===== config.mk =====
export PLATFORM = sky130hd
export DESIGN_NAME = gf180mcu_ocd_io_pwr_seq
export DESIGN_NICKNAME = d
export VERILOG_FILES = /design/src/rtl/gf180mcu_ocd_io_pwr_seq.sv
export SDC_FILE = /design/constraint.sdc
export NUM_CORES = 1
export LEC_CHECK = 0
export ABC_AREA = 1
export BUFFER_PORTS_ARGS = -buffer_cell sky130_fd_sc_hd__buf_2
export CORE_AREA = 2 2 114 61
export DETAILED_ROUTE_END_ITERATION = 8
export DIE_AREA = 0 0 116 63
export GPL_TIMING_DRIVEN = 0
export PLACE_DENSITY = 0.62
export RECOVER_POWER = 100
export SLEW_MARGIN = 20
export SYNTH_ARGS = -nofsm -noshare
export SYNTH_HDL_FRONTEND = slang
export SYNTH_SLANG_ARGS = --single-unit

===== constraint.sdc =====
create_clock -name CLK -period 4.4 [get_ports CLK]
set_input_delay 0.22 -clock CLK [delete_from_list [all_inputs] [get_ports CLK]]
set_output_delay 0.22 -clock CLK [all_outputs]
set_load 0.03 [all_outputs]

===== src/rtl/gf180mcu_ocd_io_pwr_seq.sv =====
// GF180 IO ring power sequencer: DVDD, then VDD, then pad isolation release.
// Reverse order on shutdown; supply faults force immediate safe isolation.
module gf180mcu_ocd_io_pwr_seq #(
    parameter int unsigned SETTLE_CYC  = 16,
    parameter int unsigned TIMEOUT_CYC = 1024,
    parameter int unsigned CW          = 11
) (
    input  logic       CLK,
    input  logic       RN,
    input  logic       EN,
    input  logic       CLR,
    input  logic       DVDD_OK,
    input  logic       VDD_OK,
    output logic       DVDD_EN,
    output logic       VDD_EN,
    output logic       ISO_N,
    output logic       READY,
    output logic       FAULT,
    output logic [3:0] STATE
);

    typedef enum logic [3:0] {
        S_OFF    = 4'd0,
        S_DV_UP  = 4'd1,
        S_V_UP   = 4'd2,
        S_REL    = 4'd3,
        S_ON     = 4'd4,
        S_DN_ISO = 4'd5,
        S_DN_V   = 4'd6,
        S_DN_DV  = 4'd7,
        S_FLT    = 4'd8
    } state_e;

    localparam logic [CW-1:0] SETTLE_N  = CW'(SETTLE_CYC);
    localparam logic [CW-1:0] SETTLE_M1 = CW'(SETTLE_CYC - 1);
    localparam logic [CW-1:0] TMO_M1    = CW'(TIMEOUT_CYC - 1);
    localparam logic [CW-1:0] CNT_MAX   = '1;

    state_e        state_q, state_d;
    logic [1:0]    dsync_q, vsync_q;
    logic [CW-1:0] cnt_q, cnt_d;
    logic [CW-1:0] tmo_q, tmo_d;
    logic          dvdd_en_q, dvdd_en_d;
    logic          vdd_en_q, vdd_en_d;
    logic          iso_n_q, iso_n_d;
    logic          ready_q, ready_d;
    logic          fault_q, fault_d;
    logic          dok, vok;
    logic          settle_done, wait_done, tmo_done;
    logic          qual;

    assign dok = dsync_q[1];
    assign vok = vsync_q[1];

    assign settle_done = (cnt_q == SETTLE_N);
    assign wait_done   = (cnt_q == SETTLE_M1);
    assign tmo_done    = (tmo_q == TMO_M1);

    // Two-flop synchronizers for the asynchronous supply-good comparators
    always_ff @(posedge CLK or negedge RN) begin
        if (!RN) begin
            dsync_q <= 2'b00;
            vsync_q <= 2'b00;
        end else begin
            dsync_q <= {dsync_q[0], DVDD_OK};
            vsync_q <= {vsync_q[0], VDD_OK};
        end
    end

    // Next-state selection: fault > EN deassert > settle/timeout completion
    always_comb begin
        state_d = state_q;
        case (state_q)
            S_OFF: begin
                if (EN) state_d = S_DV_UP;
            end
            S_DV_UP: begin
                if (!EN)              state_d = S_DN_DV;
                else if (tmo_done)    state_d = S_FLT;
                else if (settle_done) state_d = S_V_UP;
            end
            S_V_UP: begin
                if (!dok)             state_d = S_FLT;
                else if (!EN)         state_d = S_DN_V;
                else if (tmo_done)    state_d = S_FLT;
                else if (settle_done) state_d = S_REL;
            end
            S_REL: begin
                if (!dok || !vok)   state_d = S_FLT;
                else if (!EN)       state_d = S_DN_ISO;
                else if (wait_done) state_d = S_ON;
            end
            S_ON: begin
                if (!dok || !vok) state_d = S_FLT;
                else if (!EN)     state_d = S_DN_ISO;
            end
            S_DN_ISO: begin
                if (wait_done) state_d = S_DN_V;
            end
            S_DN_V: begin
                if (wait_done) state_d = S_DN_DV;
            end
            S_DN_DV: begin
                if (wait_done) state_d = S_OFF;
            end
            S_FLT: begin
                if (CLR && !EN) state_d = S_OFF;
            end
            default: state_d = S_FLT;
        endcase
    end

    // Settle counter only advances while the watched supply is good
    always_comb begin
        qual  = 1'b1;
        cnt_d = cnt_q;
        tmo_d = tmo_q;
        case (state_q)
            S_DV_UP: qual = dok;
            S_V_UP:  qual = vok;
            default: qual = 1'b1;
        endcase
        if (state_d != state_q) begin
            cnt_d = '0;
            tmo_d = '0;
        end else begin
            if (!qual)                cnt_d = '0;
            else if (cnt_q != CNT_MAX) cnt_d = cnt_q + CW'(1);
            if (tmo_q != CNT_MAX)     tmo_d = tmo_q + CW'(1);
        end
    end

    // Output decode from the upcoming state so outputs track STATE exactly
    always_comb begin
        dvdd_en_d = 1'b0;
        vdd_en_d  = 1'b0;
        iso_n_d   = 1'b0;
        ready_d   = 1'b0;
        fault_d   = 1'b0;
        case (state_d)
            S_DV_UP: dvdd_en_d = 1'b1;
            S_V_UP: begin
                dvdd_en_d = 1'b1;
                vdd_en_d  = 1'b1;
            end
            S_REL: begin
                dvdd_en_d = 1'b1;
                vdd_en_d  = 1'b1;
                iso_n_d   = 1'b1;
            end
            S_ON: begin
                dvdd_en_d = 1'b1;
                vdd_en_d  = 1'b1;
                iso_n_d   = 1'b1;
                ready_d   = 1'b1;
            end
            S_DN_ISO: begin
                dvdd_en_d = 1'b1;
                vdd_en_d  = 1'b1;
            end
            S_DN_V:  dvdd_en_d = 1'b1;
            S_FLT:   fault_d   = 1'b1;
            default: ;
        endcase
    end

    // State, counters and registered outputs
    always_ff @(posedge CLK or negedge RN) begin
        if (!RN) begin
            state_q   <= S_OFF;
            cnt_q     <= '0;
            tmo_q     <= '0;
            dvdd_en_q <= 1'b0;
            vdd_en_q  <= 1'b0;
            iso_n_q   <= 1'b0;
            ready_q   <= 1'b0;
            fault_q   <= 1'b0;
        end else begin
            state_q   <= state_d;
            cnt_q     <= cnt_d;
            tmo_q     <= tmo_d;
            dvdd_en_q <= dvdd_en_d;
            vdd_en_q  <= vdd_en_d;
            iso_n_q   <= iso_n_d;
            ready_q   <= ready_d;
            fault_q   <= fault_d;
        end
    end

    assign DVDD_EN = dvdd_en_q;
    assign VDD_EN  = vdd_en_q;
    assign ISO_N   = iso_n_q;
    assign READY   = ready_q;
    assign FAULT   = fault_q;
    assign STATE   = state_q;

endmodule


Yosys cells after proc, flatten, opt, wreduce, memory -nomap -nowiden
Index checks and enable logic that the tools add are counted.
{"block": "word_totals", "elab_cells": 73, "regBits": 35, "out_inout_bits": 9, "in_bits": 6}
{"block": "classes", "eq_ne": 22, "n_mux": 29, "n_addsub": 2, "n_reduce_logical": 10}
{"operator": "4-bit 2-to-1 mux", "n": 17}
{"operator": "11-bit 2-to-1 mux", "n": 5}
{"operator": "4-bit case mux with 9 select lines", "n": 1}
{"operator": "4-bit by 3-bit == test with 1-bit output (second input constant)", "n": 7}
{"operator": "11-bit by 1-bit adder with 11-bit output (second input constant)", "n": 2}
{"operator": "11-bit != test (second input constant)", "n": 2}
{"operator": "4-bit by 2-bit == test with 1-bit output (second input constant)", "n": 4}
{"operator": "11-bit by 10-bit == test with 1-bit output (second input constant)", "n": 1}
{"operator": "11-bit by 4-bit == test with 1-bit output (second input constant)", "n": 1}
{"operator": "11-bit by 5-bit == test with 1-bit output (second input constant)", "n": 1}
{"operator": "4-bit by 1-bit == test with 1-bit output (second input constant)", "n": 2}
{"operator": "4-bit == test (second input constant)", "n": 2}
{"operator": "6-bit OR reduction", "n": 1}
{"operator": "1-bit 2-to-1 mux", "n": 5}
{"operator": "4-bit zero test", "n": 1}
{"operator": "4-bit != test", "n": 1}
{"operator": "4-bit OR reduction", "n": 1}
{"operator": "1-bit zero test", "n": 3}
{"operator": "3-bit by 1-bit != test with 1-bit output (second input constant)", "n": 1}
{"operator": "1-bit case mux with 2 select lines", "n": 1}
{"operator": "2-bit nonzero test", "n": 1}
{"operator": "2-bit OR reduction", "n": 1}
{"operator": "1-bit logical AND", "n": 1}
{"operator": "1-bit logical OR", "n": 1}

Depth between registers and ports, before layout
Gate-level depths: netlist (run 1).
{"block": "depth", "ltp_word": 9, "ltp_mapped": 16, "ltp_nobuf": 15}

Worst setup path before layout (run 1)
OpenSTA, ideal clock, no wires.
{"block": "synth_path", "path_kind": "register to register", "from": "register state_q[1] (netlist: STATE[1])", "to": "register cnt_q[5]", "path_buffers": 1, "required_time_ps": 4278, "period_less_slack_ps": 1880, "stages_incl_launch_ff": 15, "slack_ps": 2520, "arrival_time_ps": 1757, "setup_time_ps": 122, "cell_sequence": "dfrtp_1 inv_2 nand2_1 inv_2 nand2_1 nand2_1 o21ai_1 nand3_1 nor2_1 nor2_1 nand2_2 nor2_4 nand3_2 buf_6 nor2_2"}
{"block": "synth_between", "word_cells_on_any_way": 32, "cone_classes": "10 x eq/ne; 21 x mux; 1 x reduce/logical"}
{"element": "from (decl)", "line_no": "39", "source": "state_e state_q, state_d;"}
{"element": "from (signal assigned)", "line_no": "179", "source": "state_q <= state_d;"}
{"element": "4-bit == test (tied with other cells)", "line_no": "73", "source": "case (state_q)"}
{"element": "4-bit case mux with 9 select lines *", "line_no": "73"}
{"element": "via state_d[3]", "line_no": "39"}
{"element": "4-bit != test *", "line_no": "123", "source": "if (state_d != state_q) begin"}
{"element": "3-bit by 1-bit != test with 1-bit output (no line) or 11-bit 2-to-1 mux (tied branches)"}
{"element": "to (signal assigned)", "line_no": "180", "source": "cnt_q <= cnt_d;"}
{"element": "to (decl)", "line_no": "41", "source": "logic [CW-1:0] cnt_q, cnt_d;"}
Mark *: on every way through the listed nets, which the timed path passes. The rest lies on a longest branch.
A chain may end at the register's enable or synchronous reset.

Final worst setup path (run 1)
{"block": "layout_path", "from": "register cnt_q[0]", "to": "register cnt_q[9]"}
{"block": "layout_between", "elab_chain_cells": 8, "word_cells_on_any_way": 23, "cone_classes": "1 x add/sub; 5 x eq/ne; 17 x mux"}
{"element": "11-bit by 5-bit == test with 1-bit output", "line_no": "55", "source": "assign settle_done = (cnt_q == SETTLE_N);"}
{"element": "4-bit 2-to-1 mux", "line_no": "86", "source": "else if (settle_done) state_d = S_REL;"}
{"element": "4-bit 2-to-1 mux", "line_no": "85", "source": "else if (tmo_done) state_d = S_FLT;"}
{"element": "4-bit 2-to-1 mux", "line_no": "84", "source": "else if (!EN) state_d = S_DN_V;"}
{"element": "4-bit 2-to-1 mux", "line_no": "83", "source": "if (!dok) state_d = S_FLT;"}
{"element": "4-bit case mux with 9 select lines *", "line_no": "73"}
{"element": "via state_d[0]", "line_no": "39"}
{"element": "4-bit != test *", "line_no": "123"}
{"element": "3-bit by 1-bit != test with 1-bit output (no line) or 11-bit 2-to-1 mux (tied branches)"}
Mark *: on every way through the listed nets, which the timed path passes. The rest lies on a longest branch. The select of a mux whose other input is x is not followed.

==> out/qor.yml, run 1 <==
clk_pin_slew_ps: 60
max-cap-violations: 1
clkPwrFrac: 0.289
tightest_slew_ps: 1880
post-cts-setup-buffers: 0
place_hpwl_um: 3736
power_leakage_nw: 1.106
max-slew-margin-rel: -0.2536
avgSynthCellArea_um2: 7.727
grt_pass1_wl_um: 8397
drive_gt1_frac: 0.1827
port_buffers: 14
min_path_type: "in2reg"
p_total_mw: 1.472
fp-row-count: 21
tns_ps: 0
wl_per_cell_um: 12.36
cts_tree: "done"
die_h_um: 63
path_class: "reg2reg"
h-tree-depth: 2
die_x_um: 116
p_sw_frac: 0.4491
synthMuxAreaShare: 0
die-area_mm2: 0.007308
synthesis.nets: 288
clock_skew_ps: 2.237
post_cts_resized: 0
critPathArrivalTime_ps: 3080
max_freq_mhz: 341.0
yosysUniqueCellTypes: 30
critPathMaxFanout: 10
grt_max_degree: 36
end_kind: "register"
worstPathRequired_ps: 4550
coreArea_mm2: 0.006359
synth_xor_xnor_area_share: 0.02438
yosysMostFrequentCell: "nand2_1"
clock-sinks: 35
firstDrtPassIters: 5
synthesis.area_mm2: 0.002156
gp_congestion: 0.9031
yosysTopAreaCell: "dfrtp_1"
synth_area_leaders: "dfrtp_1, nand2_1, nand3_1"
drtIter0Drc: 144
yosys-top-cells-count: "nand2_1, dfrtp_1, nand3_1"
status: "finished, violations left"
grt_pass1_vias: 1665
failed_checks: "max-capacitance violations, max-slew violations"
p_per_area_mw_per_mm2: 604.6
yosys_warnings: 0
seq_power_share: 0.294
finalNetCount: 309
cell_internal_pwr_uw: 811.0
synth_top_area_frac: 0.4063
syn_to_final_growth_pct: 12.94
rsz0062_at_grt: "false"
final_hold_viol_count: 0
vdd_drop_max_v: 0.0001998
cts_made_buffers: 5
synth-simple-area-share: 0.4022
antenna_found_initial: 0
drv_slew: 36
clockBufferDepth: 2
avgViaCountPerCell: 4.687
pwr-share-comb: 0.417
grt_remaining_overflow: 0
vias: 1842
drc: 0
cts_hold_buf: 0
grt.total_usage: 0.1508
num_antenna_cells: 0
synth_top_family_by_area: "simple AND/OR/NAND/NOR gates"
cts-root-buf: "clkbuf_16"
setup_viol: 0
critPathLaunchType: "register"
routed_wl_um: 4859
synth-edff-count: 0
p_sw_uw: 661.1
yosys.area_share.adder: 0.01741
synth-compound-area-share: 0.06790
clkLatencyLatePin_ps: 280
synthFlopType: "dfrtp_1"
fin_crit_sh: 0.6665
async_reset_ff_frac: 1.000
ys_seq_elements: 35
post-route-min-period_ps: 2933
initial_core_util: 0.3390
ant_nets: 0
io_pins: 15
yosysSeqAreaShare: 0.4063
syn-instance-count: 279
[cell usage in the layout, fill, tap and decap left out, types with 3 or more instances in the layout]
cell / n
dfrtp_1: 35
nand3_1: 33
ha_1: 3
xor2_1: 4
nor3_1: 6
buf_2: 4
o21ai_0: 15
nand2_1: 56
a21oi_1: 6
nor2_4: 3
inv_1: 29
clkbuf_1: 12
nor2_2: 20
inv_2: 11
nand2_2: 5
nor2_1: 26
clkbuf_16: 5
nand4_1: 9
[sequential cells by signal, indices dropped and copies added (netlist names)]
name     count
DVDD_EN      1
FAULT        1
ISO_N        1
READY        1
STATE        4
VDD_EN       1
cnt_q       11
dsync_q      2
tmo_q       11
vsync_q      2
[kinds of logic (layout without fill, tap and decap cells)]
| kind of cell | Yosys count | in the layout |
|---|---|---|
| AO/OA/AOI/OAI | 27 | 27 |
| XOR/XNOR | 6 | 6 |
| adder cells (fa/ha/maj) | 3 | 3 |
| buffers and inverters | 43 | 65 |
| flip-flops | 35 | 35 |
| AND/OR/NAND/NOR | 165 | 165 |
[layer usage]
| layer | global-route usage | vias to the layer above | part of all wire |
|---|---|---|---|
| met3 | 0.05335 | 4 | 0.081 |
| li1 | - | 942 | - |
| met5 | 0 | - | 0 |
| met2 | 0.1740 | 53 | 0.34 |
| met4 | 0.04018 | 0 | 0.0045 |
| met1 | 0.2490 | 843 | 0.58 |
[critical path: stages (launching register included)]
cell and delay (ps):
dfrtp_1 420, ha_1 210, nand3_1 130, nor2_1 330
nand2_4 90, nand2_1 140, nand2_1 70, a21oi_1 310
nand3_1 210, nand2_1 100, nand2_1 70, nand3_1 120
clkbuf_1 560, nor2_2 40
[metrics by stage]
step	std cells	utilization	worst slack (ps)	hold WS, ps	instance area [um2]
after CTS	393	0.3961	2207	35.17	2519
after global placement	385	0.3682	2238	329.5	2341
after global routing	393	0.3829	1182	33.88	2435
after detailed placement	385	0.3682	2235	329.7	2341
after floorplan	279	-	2520	-75.59	2156
final	393	0.3829	1467	38.97	2435
[worst paths after layout]
path                                  from         end  slack [ps]  cells after the start
min in group asynchronous               RN    cnt_q[8]         450                      1
max in group asynchronous               RN    tmo_q[1]        2870                      1
worst min-delay path                VDD_OK  vsync_q[0]          40                      1
worst min register to register  dsync_q[0]  dsync_q[1]         350                      0
worst max register to register    cnt_q[0]    cnt_q[9]        1470                     13
worst max-delay path              cnt_q[0]    cnt_q[9]        1470                     13
[power groups by stage]
stage	sequential, mW	clock, mW	combinational, mW
after global placement	0.435	0	0.691
final	0.433	0.425	0.613
after floorplan	0.491	0	0.470
after CTS	0.430	0.435	0.701
after global routing	0.440	0.456	0.691
after detailed placement	0.436	0	0.699
[layout make-up]
type | count | area [um2]
Fill cell | 666 | 3924
Multi-Input combinational cell | 201 | 1047
Sequential cell | 35 | 875.8
Inverter | 41 | 153.9
Clock buffer | 6 | 138.9
Tap cell | 92 | 115.1
Timing Repair Buffer | 14 | 57.56
Clock inverter | 2 | 38.79
Buffer | 2 | 7.507
Note: power is estimated with default switching activity, not from simulation.
==> run 2: changes to the inputs <==
clock period = 3.05 ns   (was 4.4 ns; I/O delays follow)
==> out/qor.yml, run 2 (synthesis results as in run 1) <==
status: "finished, violations left"
failed_checks: "max-capacitance violations, max-slew violations"
use_met2: 0.1762
ant_nets: 0
pwr-share-comb: 0.421
post-cts-setup-buffers: 0
holdPathEnd: "FAULT"
cp_num_buf_inv: 1
io_pins: 15
clkPwrFrac: 0.287
max_freq_mhz: 411.2
final_cell_mix: "nand2_1, nor2_1, dfrtp_1"
max-cap-violations: 1
grt.total_usage: 0.1514
crit_path_max_incr_delay_ps: 420
cts-root-buf: "clkbuf_16"
clock_skew_ps: 1.726
drv_slew: 36
h-tree-depth: 2
syn_to_final_growth_pct: 14.22
grt_pass1_vias: 1683
cell_internal_pwr_mw: 1.223
grt_max_degree: 36
cts_tree: "done"
r2r_start: "cnt_q[0]"
clk_pin_slew_ps: 60
place_hpwl_um: 3736
num_antenna_cells: 0
setup_viol: 0
hp-start: "CLR"
p_per_area_mw_per_mm2: 870.4
path_cells: "ha_1, nand3_2, nor2_4, nand2_4, nand2_4, nand2_4, nor2_4, nand3_1, nand2_2, nand2_2, nor2_1, nand3_2, buf_6, nor2_1"
die_h_um: 63
max-slew-margin-rel: -0.2634
p_sw_uw: 920.0
crit_top_cell: "nand2_4"
tns_ps: 0
final_hold_viol_count: 0
path_class: "reg2reg"
fin_crit_sh: 0.7973
r2r-end: "cnt_q[5]"
tightest_slew_ps: 1895
post_cts_resized: 0
min_path_type: "in2reg"
vdd_drop_max_v: 0.0002989
end_kind: "register"
grt_use_met3: 0.05335
worstPathRequired_ps: 3270
critPathArrivalTime_ps: 2650
final_common_cell: "nand2_1"
gp_congestion: 0.9031
grt_remaining_overflow: 0
firstDrtPassIters: 4
busiest_layer: "met1"
cpMaxStageDelayCell: "dfrtp_1"
die-area_mm2: 0.007308
rsz0062_at_grt: "false"
critPathMaxFanout: 10
stdcell_count: 396
clkLatencyLatePin_ps: 280
power_leakage_nw: 1.135
coreArea_mm2: 0.006359
clockBufferDepth: 2
routed_wl_um: 4847
seq_power_share: 0.292
wl_per_cell_um: 12.24
vias: 1882
reg2reg_slack_ps: 620
port_buffers: 14
critical_path.top_delay_family: "simple AND/OR/NAND/NOR gates"
drive_gt1_frac: 0.1447
fp-row-count: 21
critPathLaunchType: "register"
clock-sinks: 35
place_inst: 385
cts_made_buffers: 5
antenna_found_initial: 0
die_x_um: 116
nFillCells: 673
post-route-min-period_ps: 2432
reg2reg_depth: 14
avgViaCountPerCell: 4.753
holdPathStages: 4
drc: 0
initial_core_util: 0.3390
grt_pass1_wl_um: 8438
p_sw_frac: 0.4293
grtUsageMet1: 0.2490
drtIter0Drc: 156
finalNetCount: 312
-- run 2: cell count changes in the layout (fill, tap and decap cells not counted) --
cell | previous run | this run
nor2_2 | 20 | 2
nor2_1 | 26 | 43
dlygate4sd3_1 | 0 | 3
buf_6 | 0 | 2
clkbuf_1 | 12 | 10
nand2_1 | 56 | 54
nand3_1 | 33 | 31
nand3_2 | 1 | 3
nand2_2 | 5 | 6
nand2_4 | 2 | 3
nor2_4 | 3 | 4
-- run 2: worst max-delay path by stage --
stage	start	endpoint	slack [ps]	cells past startpoint
6_report	cnt_q[0]	cnt_q[5]	620	14
5_1_grt	tmo_q[1]	cnt_q[8]	350	14
4_1_cts	cnt_q[0]	cnt_q[4]	860	13
3_5_place_dp	cnt_q[0]	cnt_q[5]	880	13
3_3_place_gp	cnt_q[0]	cnt_q[4]	890	13
2_1_floorplan	STATE[1]	cnt_q[5]	1170	14
-- run 2: cell type report --
class	count	area, um2	share of cell area
Buffer	2	22.52	0.009146
Clock buffer	6	138.9	0.05640
Clock inverter	2	38.79	0.01575
Inverter	41	153.9	0.06250
Multi-Input combinational cell	201	1030	0.4182
Sequential cell	35	875.8	0.3557
Tap cell	92	115.1	0.04675
Timing Repair Buffer	17	87.58	0.03557
-- run 2: metrics by stage --
| step | utilization | hold WS, ps | power (mW) | worst slack [ps] | area [um2] |
|---|---|---|---|---|---|
| after floorplan | - | -143.1 | 1.386 | 1170 | 2156 |
| after global placement | 0.3682 | 262.0 | 1.623 | 887.7 | 2341 |
| after detailed placement | 0.3682 | 262.2 | 1.638 | 884.7 | 2341 |
| after CTS | 0.4008 | 264.6 | 2.263 | 856.6 | 2549 |
| after global routing | 0.3872 | 300.2 | 2.309 | 347.4 | 2462 |
| final | 0.3872 | 279.8 | 2.143 | 618.3 | 2462 |
-- run 2: what timing repair did --
action                                  in CTS  in global routing
hold buffers                                 3                  0
hold endpoints to repair                    37                  0
endpoints found under the setup margin       0                  0
-- run 2: worst min-delay path: cells and delay by family --
family                 cells  cell delay (ps)
AO/OA/AOI/OAI              1               90
buffers and inverters      1              100
AND/OR/NAND/NOR            2              180
-- run 2: per-layer routing --
| metal | routed length (um) | vias up |
|---|---|---|
| li1 | - | 951 |
| met1 | 2840 | 861 |
| met2 | 1569 | 63 |
| met3 | 384 | 7 |
| met4 | 53 | 0 |
| met5 | 0 | - |
-- run 2: power by group through the flow --
stage                     Combinational, mW  Clock, mW  Sequential (mW)
final                                 0.902      0.616            0.625
after floorplan                       0.678          0            0.708
after global routing                   1.02      0.658            0.635
after CTS                              1.01      0.628            0.621
after global placement                0.996          0            0.627
after detailed placement               1.01          0            0.629
==> run 3: changes to the inputs <==
clock period = 2.3 ns   (was 3.05 ns; I/O delays follow)
==> out/qor.yml, run 3 (synthesis results as in run 1) <==
max_freq_mhz: 469.6
grt_remaining_overflow: 0
path_class: "reg2reg"
firstDrtPassIters: 4
nFillCells: 653
routed_wl_um: 4947
clockBufferDepth: 2
clkLatencyLatePin_ps: 280
dp_slack_ps: 134.7
end_kind: "register"
vdd_drop_max_v: 0.0004392
min_path_type: "in2reg"
wl_per_cell_um: 12.49
avgViaCountPerCell: 4.649
fin_crit_sh: 0.9259
die_h_um: 63
max-slew-margin-rel: 0.4122
worst_slack_ps: 170.5
holdPathStages: 4
seqCellArea_um2: 875.8
cts_made_buffers: 5
grt_pass1_vias: 1683
r2r-end: "cnt_q[7]"
initial_core_util: 0.3390
status: "finished clean"
reg2reg_slack_ps: 170
clock_skew_ps: 1.890
coreArea_mm2: 0.006359
syn_to_final_growth_pct: 19.62
post-route-util: 0.4055
r2r_start: "cnt_q[0]"
final_cell_mix: "nand2_1, dfrtp_1, inv_1"
grt_max_degree: 36
die_x_um: 116
final_common_cell: "nand2_1"
critPathMaxFanout: 10
power_leakage_nw: 1.160
drive_gt1_frac: 0.2434
io_pins: 15
clk_pin_slew_ps: 60
drtIter0Drc: 151
cts-root-buf: "clkbuf_16"
hp-start: "CLR"
finalNetCount: 312
grt_pass1_wl_um: 8438
multi_input_area_mm2: 0.001145
holdPathEnd: "STATE[3]"
die-area_mm2: 0.007308
p_per_area_mw_per_mm2: 1163
drc: 0
num_antenna_cells: 0
tightest_slew_ps: 881.7
critPathLaunchType: "register"
port_buffers: 14
clock-sinks: 35
cts_tree: "done"
h-tree-depth: 2
critPathArrivalTime_ps: 2300
place_hpwl_um: 3736
grt.total_usage: 0.1514
post-route-min-period_ps: 2130
drv_slew: 0
reg2reg_depth: 13
final_hold_viol_count: 0
fp-row-count: 21
post-cts-setup-buffers: 0
antenna_found_initial: 0
setup_viol: 0
vias: 1841
worstPathRequired_ps: 2470
ant_nets: 0
max-cap-violations: 0
gp_congestion: 0.9031
==> run 3: changes by cell type in the layout (fill, tap and decap cells not counted), moves of 2 or more <==
cell and delta:
nor2_2 +18, nand3_1 -4, nand3_2 +2, nor2_4 +2, nand3_4 +2, a21oi_1 -2
nor2_1 -20
==> run 3: final cells by class <==
class,count,area share
Multi-Input combinational cell,201,0.4440
Sequential cell,35,0.3396
Inverter,41,0.05968
Clock buffer,6,0.05386
Tap cell,92,0.04464
Timing Repair Buffer,17,0.03445
Clock inverter,2,0.01504
Buffer,2,0.008734
==> run 3: what timing repair did <==
action / in CTS / in global routing
hold endpoints to repair: 37 / 0
resized for setup: 0 / 9
endpoints found under the setup margin: 0 / 20
hold buffers: 3 / 0
==> run 3: routing by layer <==
metal	global-route usage	vias up	wire length (um)
li1	-	947	-
met1	0.2490	847	2892
met2	0.1762	41	1642
met3	0.05335	6	373
met4	0.04018	0	38
met5	0	-	0
==> run 3: power breakdown <==
| part | leakage, nW | switching [mW] | internal (mW) |
|---|---|---|---|
| sequential | 0.469 | 0.113 | 0.716 |
| clock | 0.0875 | 0.270 | 0.544 |
| combinational | 0.603 | 0.947 | 0.408 |
| total | 1.16 | 1.33 | 1.67 |
==> run 3: worst max-delay path by stage <==
stage	start	to	slack [ps]	cells past startpoint
CTS	cnt_q[0]	cnt_q[4]	110	13
floorplan	STATE[1]	cnt_q[5]	420	14
finish	cnt_q[0]	cnt_q[7]	170	13
detailed placement	cnt_q[0]	cnt_q[5]	130	13
global placement	cnt_q[0]	cnt_q[4]	140	13
global route	STATE[1]	cnt_q[4]	-0.5	14
==> run 3: through the flow <==
step | instance area, um2 | hold slack (ps) | instances | setup TNS, ps | power, mW
after floorplan | 2156 | -180.6 | 279 | 0 | 1.838
after global placement | 2341 | 224.5 | 385 | 0 | 2.153
after detailed placement | 2341 | 224.7 | 385 | 0 | 2.172
after CTS | 2549 | 227.1 | 396 | 0 | 3.001
after global routing | 2579 | 263.8 | 396 | -0.4694 | 3.224
final | 2579 | 246.3 | 396 | 0 | 2.999
==> run 3: worst max-delay path: stages (launching register included) <==
cell and delay, ps:
dfrtp_1 420, ha_2 230, nand3_2 120, nor2_4 190
nand2_4 90, nand2_4 70, nand2_1 80, a21oi_4 180
nand3_2 140, nand2_1 80, nand2_1 90, nand3_2 110
buf_6 170, nor2_2 40
